==> config.mk <==
export PLATFORM = sky130hd
export DESIGN_NAME = sha_round_ctrl_flat
export DESIGN_NICKNAME = d
export VERILOG_FILES = /design/src/rtl/sha_ctrl_pkg.sv /design/src/rtl/sha_round_ctrl_if.sv /design/src/rtl/sha_msg_fetch.sv /design/src/rtl/sha_round_ctrl.sv /design/src/flat_wrapper.sv
export SDC_FILE = /design/constraint.sdc
export NUM_CORES = 1
export LEC_CHECK = 0
export CAP_MARGIN = 20
export CORE_MARGIN = 2
export CORE_UTILIZATION = 51
export DETAILED_ROUTE_END_ITERATION = 6
export GPL_TIMING_DRIVEN = 0
export PLACE_DENSITY = 0.79
export SETUP_SLACK_MARGIN = 0.02
export SKIP_CTS_REPAIR_TIMING = 1
export SYNTH_ARGS = -nofsm -noshare
export SYNTH_HDL_FRONTEND = slang
export SYNTH_SLANG_ARGS = --single-unit
==> constraint.sdc <==
create_clock -name clock -period 3.3 [get_ports clock]
set_input_delay 0.66 -clock clock [delete_from_list [all_inputs] [get_ports clock]]
set_output_delay 0.66 -clock clock [all_outputs]
set_load 0.05 [all_outputs]
==> src/rtl/sha_ctrl_pkg.sv <==
// Shared types and constants for the SHA-256 round sequencer.
// Imported by the controller, its fetch unit and its interface.
package sha_ctrl_pkg;

    typedef enum logic [2:0] {
        S_IDLE,
        S_LOAD,
        S_ROUNDS,
        S_UPDATE,
        S_DONE,
        S_WAIT_CLR
    } state_t;

    localparam int WORDS_PER_BLOCK = 16;
    localparam int NUM_ROUNDS      = 64;
    localparam int RIDX_W          = 6;
    localparam int WIDX_W          = 4;

endpackage

==> src/rtl/sha_round_ctrl_if.sv <==
// Control bundle between go latch, message memory, round datapath
// and the round sequencer (master = sequencer side).
interface sha_round_ctrl_if #(
    parameter int BLK_W  = 8,
    parameter int ADDR_W = BLK_W + 4
);
    import sha_ctrl_pkg::*;

    logic              enable;
    logic [BLK_W-1:0]  num_blocks;
    logic              msg_rd;
    logic [ADDR_W-1:0] msg_addr;
    logic              w_load;
    logic [WIDX_W-1:0] w_idx;
    logic              init_hash;
    logic              round_en;
    logic [RIDX_W-1:0] round_idx;
    logic              digest_update;
    logic              restart;
    logic              busy;

    modport master (
        input  enable, num_blocks,
        output msg_rd, msg_addr, w_load, w_idx,
        output init_hash, round_en, round_idx,
        output digest_update, restart, busy
    );

    modport slave (
        output enable, num_blocks,
        input  msg_rd, msg_addr, w_load, w_idx,
        input  init_hash, round_en, round_idx,
        input  digest_update, restart, busy
    );

endinterface

==> src/rtl/sha_msg_fetch.sv <==
// Message word fetch: word counter, address generation and the
// one-cycle read-to-capture delay for the schedule registers.
module sha_msg_fetch
    import sha_ctrl_pkg::*;
#(
    parameter int BLK_W  = 8,
    parameter int ADDR_W = BLK_W + 4
) (
    input  logic              clock,
    input  logic              reset,
    input  logic              start,
    input  logic              abort,
    input  logic [BLK_W-1:0]  block_idx,
    output logic              msg_rd,
    output logic [ADDR_W-1:0] msg_addr,
    output logic              w_load,
    output logic [WIDX_W-1:0] w_idx,
    output logic              last_word
);

    logic              rd;
    logic [WIDX_W-1:0] word;

    assign last_word = rd && (word == WIDX_W'(WORDS_PER_BLOCK - 1));
    assign msg_rd    = rd;
    assign msg_addr  = rd ? {block_idx, word} : '0;

    always_ff @(posedge clock or negedge reset) begin
        if (!reset) begin
            rd     <= 1'b0;
            word   <= '0;
            w_load <= 1'b0;
            w_idx  <= '0;
        end else begin
            // read data lands next cycle, so capture trails the strobe
            w_load <= rd;
            w_idx  <= word;
            if (start) begin
                rd   <= 1'b1;
                word <= '0;
            end else if (abort || last_word) begin
                rd   <= 1'b0;
                word <= '0;
            end else if (rd) begin
                word <= word + 1'b1;
            end
        end
    end

endmodule

==> src/rtl/sha_round_ctrl.sv <==
// SHA-256 multi-block sequencer: fetch 16 words, run 64 rounds,
// update the digest per block, then pulse restart to the go latch.
module sha_round_ctrl
    import sha_ctrl_pkg::*;
#(
    parameter int BLK_W  = 8,
    parameter int ADDR_W = BLK_W + 4
) (
    input logic              clock,
    input logic              reset,
    sha_round_ctrl_if.master bus
);

    state_t            state;
    logic [BLK_W-1:0]  blk;
    logic [BLK_W-1:0]  nblk;
    logic [BLK_W:0]    blk_nx;
    logic [RIDX_W-1:0] ridx;
    logic              more;
    logic              start;
    logic              abort;
    logic              last_word;

    // one extra bit so a full count of 2^BLK_W-1 never wraps
    assign blk_nx = {1'b0, blk} + {{BLK_W{1'b0}}, 1'b1};
    assign more   = blk_nx < {1'b0, nblk};

    assign start = bus.enable &&
                   ((state == S_IDLE && bus.num_blocks != '0) ||
                    (state == S_UPDATE && more));
    assign abort = !bus.enable && (state == S_LOAD);

    sha_msg_fetch #(
        .BLK_W  (BLK_W),
        .ADDR_W (ADDR_W)
    ) u_fetch (
        .clock     (clock),
        .reset     (reset),
        .start     (start),
        .abort     (abort),
        .block_idx (blk),
        .msg_rd    (bus.msg_rd),
        .msg_addr  (bus.msg_addr),
        .w_load    (bus.w_load),
        .w_idx     (bus.w_idx),
        .last_word (last_word)
    );

    always_ff @(posedge clock or negedge reset) begin
        if (!reset) begin
            state <= S_IDLE;
            blk   <= '0;
            nblk  <= '0;
            ridx  <= '0;
        end else begin
            unique case (state)
                S_IDLE: begin
                    if (bus.enable) begin
                        nblk  <= bus.num_blocks;
                        blk   <= '0;
                        state <= (bus.num_blocks == '0) ? S_DONE : S_LOAD;
                    end
                end
                S_LOAD: begin
                    if (!bus.enable) begin
                        state <= S_IDLE;
                    end else if (last_word) begin
                        state <= S_ROUNDS;
                        ridx  <= '0;
                    end
                end
                S_ROUNDS: begin
                    if (!bus.enable) begin
                        state <= S_IDLE;
                        ridx  <= '0;
                    end else if (ridx == RIDX_W'(NUM_ROUNDS - 1)) begin
                        state <= S_UPDATE;
                        ridx  <= '0;
                    end else begin
                        ridx <= ridx + 1'b1;
                    end
                end
                S_UPDATE: begin
                    if (!bus.enable) begin
                        state <= S_IDLE;
                    end else if (more) begin
                        blk   <= blk_nx[BLK_W-1:0];
                        state <= S_LOAD;
                    end else begin
                        state <= S_DONE;
                    end
                end
                S_DONE: begin
                    state <= S_WAIT_CLR;
                end
                S_WAIT_CLR: begin
                    if (!bus.enable) state <= S_IDLE;
                end
                default: begin
                    state <= S_IDLE;
                end
            endcase
        end
    end

    assign bus.busy          = (state != S_IDLE);
    assign bus.restart       = (state == S_DONE);
    assign bus.digest_update = (state == S_UPDATE);
    assign bus.round_en      = (state == S_ROUNDS);
    assign bus.round_idx     = ridx;
    // word 0 of block 0 is the only address-zero read of a run
    assign bus.init_hash     = bus.msg_rd && (bus.msg_addr == '0);

endmodule

==> src/flat_wrapper.sv <==
// flat-port wrapper written by rule: the top's interface ports become plain ports
module sha_round_ctrl_flat import sha_ctrl_pkg::*;
#(
    parameter int BLK_W  = 8,
    parameter int ADDR_W = BLK_W + 4
)
  (clock, reset, bus_enable, bus_num_blocks, bus_msg_rd, bus_msg_addr, bus_w_load, bus_w_idx, bus_init_hash, bus_round_en, bus_round_idx, bus_digest_update, bus_restart, bus_busy);
  sha_round_ctrl_if #(.BLK_W(BLK_W), .ADDR_W(ADDR_W)) bus_i ();
  input logic clock;
  input logic reset;
  input wire logic [$bits(bus_i.enable)-1:0] bus_enable;
  input wire logic [$bits(bus_i.num_blocks)-1:0] bus_num_blocks;
  output wire logic [$bits(bus_i.msg_rd)-1:0] bus_msg_rd;
  output wire logic [$bits(bus_i.msg_addr)-1:0] bus_msg_addr;
  output wire logic [$bits(bus_i.w_load)-1:0] bus_w_load;
  output wire logic [$bits(bus_i.w_idx)-1:0] bus_w_idx;
  output wire logic [$bits(bus_i.init_hash)-1:0] bus_init_hash;
  output wire logic [$bits(bus_i.round_en)-1:0] bus_round_en;
  output wire logic [$bits(bus_i.round_idx)-1:0] bus_round_idx;
  output wire logic [$bits(bus_i.digest_update)-1:0] bus_digest_update;
  output wire logic [$bits(bus_i.restart)-1:0] bus_restart;
  output wire logic [$bits(bus_i.busy)-1:0] bus_busy;
  assign bus_i.enable = bus_enable;
  assign bus_i.num_blocks = bus_num_blocks;
  assign bus_msg_rd = bus_i.msg_rd;
  assign bus_msg_addr = bus_i.msg_addr;
  assign bus_w_load = bus_i.w_load;
  assign bus_w_idx = bus_i.w_idx;
  assign bus_init_hash = bus_i.init_hash;
  assign bus_round_en = bus_i.round_en;
  assign bus_round_idx = bus_i.round_idx;
  assign bus_digest_update = bus_i.digest_update;
  assign bus_restart = bus_i.restart;
  assign bus_busy = bus_i.busy;
  sha_round_ctrl #(.BLK_W(BLK_W), .ADDR_W(ADDR_W)) u_core (.clock(clock), .reset(reset), .bus(bus_i));
endmodule
==> metrics.sh, run 1 <==
RESULT_OF_THE_RUN='completed'
FMAX_MHz=326.8
ANTENNADIODECOUNT=0
FINAL-SETUP-VIOL-COUNT=0
MET3_TRACK_DEMAND_OVER_RESOURCE_IN_GLOBAL_ROUTING_PCT=5.667
FIN_TNS_SETUP_PS=0
HOLDCRITPATHCLASS='primary input to asynchronous set/reset pin'
LAYOUT-DRIVE-GT1-SHARE_PCT=7.778
SYNTH.NET_COUNT=244
FINAL.PERIOD_UTILIZATION_PCT=92.71
GRT.MET2_USAGE_PCT=33.66
FINISH.NET_COUNT=290
AREA_ADDED_BETWEEN_SYNTHESIS_AND_FINISH_PCT=28.47
TIMING_WORST_SLEW_PIN_VALUE_PS=761.5
ARRIVAL_PS=3240
DP_HPWL_UM=3143
POWERDENSITY_nW_PER_UM2=641.9
GRT_USAGE_PCT=21.32
POWER.SHARE.COMBINATIONAL_PCT=38.9
GRT.MET1_USAGE_PCT=28.60
GRT_ANTENNA_BEFORE_REPAIR=0
CRITICAL_PATH_CLASS='flip-flop to flip-flop'
COUNT_OF_SYNTHESIS_STAGE_WARNINGS_FROM_YOSYS=0
DR_WL_CELL_UM=13.24
DRT-TOTAL-WL_UM=4210
SYNTHESIS.AREA_SQ_UM=2034
GRT_REMAINING_OVERFLOW=0
DRV.MAX_CAP_VIOLATION_COUNT=0
SYNTH_EDF_COUNT=0
CLK-INSERTION-DELAY-LATE_PS=290
YOSYSSEQAREASHARE_PCT=43.05
CLOCK_PATH_BUFFERS=2
FLOORPLAN.DIE.HEIGHT_UM=67.16
CLKPWRFRAC_PCT=27.0
SYNTH_LARGEST_AREA_CELL='sky130_fd_sc_hd__dfrtp_1'
SYNTH.AVG_CELL_AREA_SQ_UM=9.123
SKEW_PS=5.165
FINALHOLDVIOLCOUNT=0
SEQ_POWER_SHARE_PCT=34.1
FLOORPLAN.IO_PINS=40
CLOCK-SINKS=35
CTS-BUFFERS-INSERTED=5
SYNTH_REGISTER_BITS=35
YOSYS-TOP-CELLS-COUNT='35 x sky130_fd_sc_hd__dfrtp_1, 28 x sky130_fd_sc_hd__nand2_1, 21 x sky130_fd_sc_hd__o21ai_0, 16 x sky130_fd_sc_hd__and2_1, 16 x sky130_fd_sc_hd__nor2_1'
WORST_SLEW_MARGIN_REL_PCT=49.23
SETUP.WORST_PATH.END_CLASS='flip-flop'
DRT_DRC_VIOLATIONS_LEFT=0
POWER.SHARE.SWITCHING_PCT=36.89
CRITICAL_PATH_LAUNCH_POINT_TYPE='flip-flop'
LKG_PWR_nW=1.201
CLKTRANSATPATHREGS_PS=70
POST_SYNTH_INST_COUNT=223
DIE_AREA_SQ_UM=4510
GRT_SETUP_UNREPAIRED='false'
POWER.INTERNAL_mW=1.059
CTS_TREE='yes'
MIN_PERIOD_PS=3060
CTS-ROOT-BUF='sky130_fd_sc_hd__clkbuf_8'
INITIAL_CORE_UTIL_PCT=54.34
NUMBER_OF_VIAS_AFTER_DETAILED_ROUTING=1721
GPL.FINAL_WEIGHTED_CONGESTION=0.9077
WORST-PATH-MAX-FANOUT=7
FILLER_CELL_COUNT=326
AREA_OF_THE_PLACEABLE_CORE_SQ_UM=3744
POSTSYNTH.TOPFLOPCELL='sky130_fd_sc_hd__dfrtp_1'
SYNTH_AREA_LEADERS='sky130_fd_sc_hd__dfrtp_1 43%, sky130_fd_sc_hd__ha_1 6.2%, sky130_fd_sc_hd__nand2_1 5.2%'
LAYOUT.CORE_UTILIZATION_PCT=69.82
CRITPATHREQUIREDTIME_PS=3480
ROWS=22
TOP_USAGE_LAYER='met2'
MAX-VDD-IR-DROP_mV=0.3644
DRV_SLEW=0
HTREE_LEVELS=2
GRT_MAX_DEGREE=36
WIRE_LENGTH_OF_THE_FIRST_GLOBAL_ROUTING_PASS_UM=7182
YOSYS.CELL_COUNT.TOP_TYPE='sky130_fd_sc_hd__dfrtp_1'
DRT_PASS1_ITERATIONS=4
PORT_BUFFERS=39
SYNTH_TOP_AREA_SHARE_PCT=43.05
DIE-WIDTH_UM=67.16
FIRST_GLOBAL_VIAS=1608
SWITCHING_POWER_uW=618.9
ROUTE.DETAILED.VIAS_PER_INST=5.412
FINAL_ANTENNA_NET_COUNT=0
DRTITER0DRC=80
YS_ASYNC_SR_FRACTION_PCT=100.0
YOSYS.CELL_TYPES.COUNT=48
## power groups by stage
stage                     clock network (mW)  logic [mW]  registers, mW
after floorplan                            0       0.370          0.660
after global placement                     0       0.644          0.576
after detailed placement                   0       0.654          0.582
after CTS                              0.461       0.658          0.573
after global routing                   0.484       0.716          0.583
final                                  0.452       0.653          0.572
## registers in the layout, summed over array words and instances, names as in the netlist
name	count
u_core.u_fetch.w_idx	4
u_core.state	3
u_core.blk	8
u_core.u_fetch.msg_rd	1
u_core.u_fetch.w_load	1
u_core.bus.round_idx	6
u_core.u_fetch.word	4
u_core.nblk	8
## layer usage
layer | vias to the layer above | routed length [um] | part of all wire, %
met5 | - | 0 | 0
met4 | 0 | 65 | 1.5
met3 | 6 | 208 | 4.9
met2 | 39 | 1962 | 47
met1 | 809 | 1973 | 47
li1 | 867 | - | -
## logic make-up (layout without fill, tap and decap cells)
family | after synthesis | in the layout | share of synthesized area, %
flops | 35 | 35 | 43.05
mux | 7 | 7 | 4.243
fa+ha+maj | 10 | 10 | 6.150
xor+xnor | 8 | 8 | 3.444
compound gates | 46 | 46 | 14.76
buf+inv | 19 | 66 | 3.936
simple gates | 98 | 98 | 24.42
## final cells by class
cell class	instances	area, sq um	area share (%)
repair buffers	39	385.4	14.74
inverters	13	48.80	1.867
well taps	48	60.06	2.298
clock buffers	6	72.57	2.776
plain buffers	6	32.53	1.245
multi-input cells	169	1079	41.26
flip-flops and latches	35	875.8	33.51
clock inverters	2	60.06	2.298
## final timing paths
path	start	end	slack [ps]	cells past startpoint
hold reg to reg	u_core.u_fetch.word[3]	u_core.u_fetch.w_idx[3]	450	0
min in group clock	u_core.u_fetch.word[3]	u_core.u_fetch.w_idx[3]	450	0
hold / removal	reset	u_core.u_fetch.w_load	440	1
setup reg to reg	u_core.blk[0]	u_core.blk[2]	240	10
setup / recovery	u_core.blk[0]	u_core.blk[2]	240	10
max in group asynchronous	reset	u_core.nblk[7]	2380	1
## worst max-delay path, cell delays in order (launching register included)
cell	delay, ps
sky130_fd_sc_hd__dfrtp_1	460
sky130_fd_sc_hd__ha_1	220
sky130_fd_sc_hd__nand3_1	140
sky130_fd_sc_hd__or2_2	320
sky130_fd_sc_hd__nand2_1	110
sky130_fd_sc_hd__ha_1	260
sky130_fd_sc_hd__a211oi_2	210
sky130_fd_sc_hd__o211ai_1	120
sky130_fd_sc_hd__a211o_1	370
sky130_fd_sc_hd__o21ai_0	350
sky130_fd_sc_hd__mux2_2	380
## stage by stage
step                total power, mW  hold slack, ps  setup slack, ps  cells  area, sq um
global route                  1.783           464.0            45.92    318         2614
CTS                           1.693           455.3            152.5    318         2613
floorplan                     1.030           364.4            620.9    223         2034
global placement              1.220           432.4            337.7    310         2485
finish                        1.678           441.7            240.4    318         2614
detailed placement            1.236           435.5            337.4    310         2480
## cell usage in the layout, fill, tap and decap left out, drive strengths merged, types with 4 or more instances in the layout
master	count
inv	13
o21ai	21
clkbuf	10
nor2	16
ha	10
nand3	10
xor2	5
nand2b	6
and2	16
nor3	4
mux2	4
a21oi	4
or2	5
dfrtp	35
clkdlybuf4s50	38
nand2	28
No activity file was read; power rests on OpenSTA's default activity.
==> run 2: changes to the inputs <==
- GPL_ROUTABILITY_DRIVEN: not set -> 0
==> results of run 2 <==
No change in the layout: final DEF, timing and power equal those of run 1.
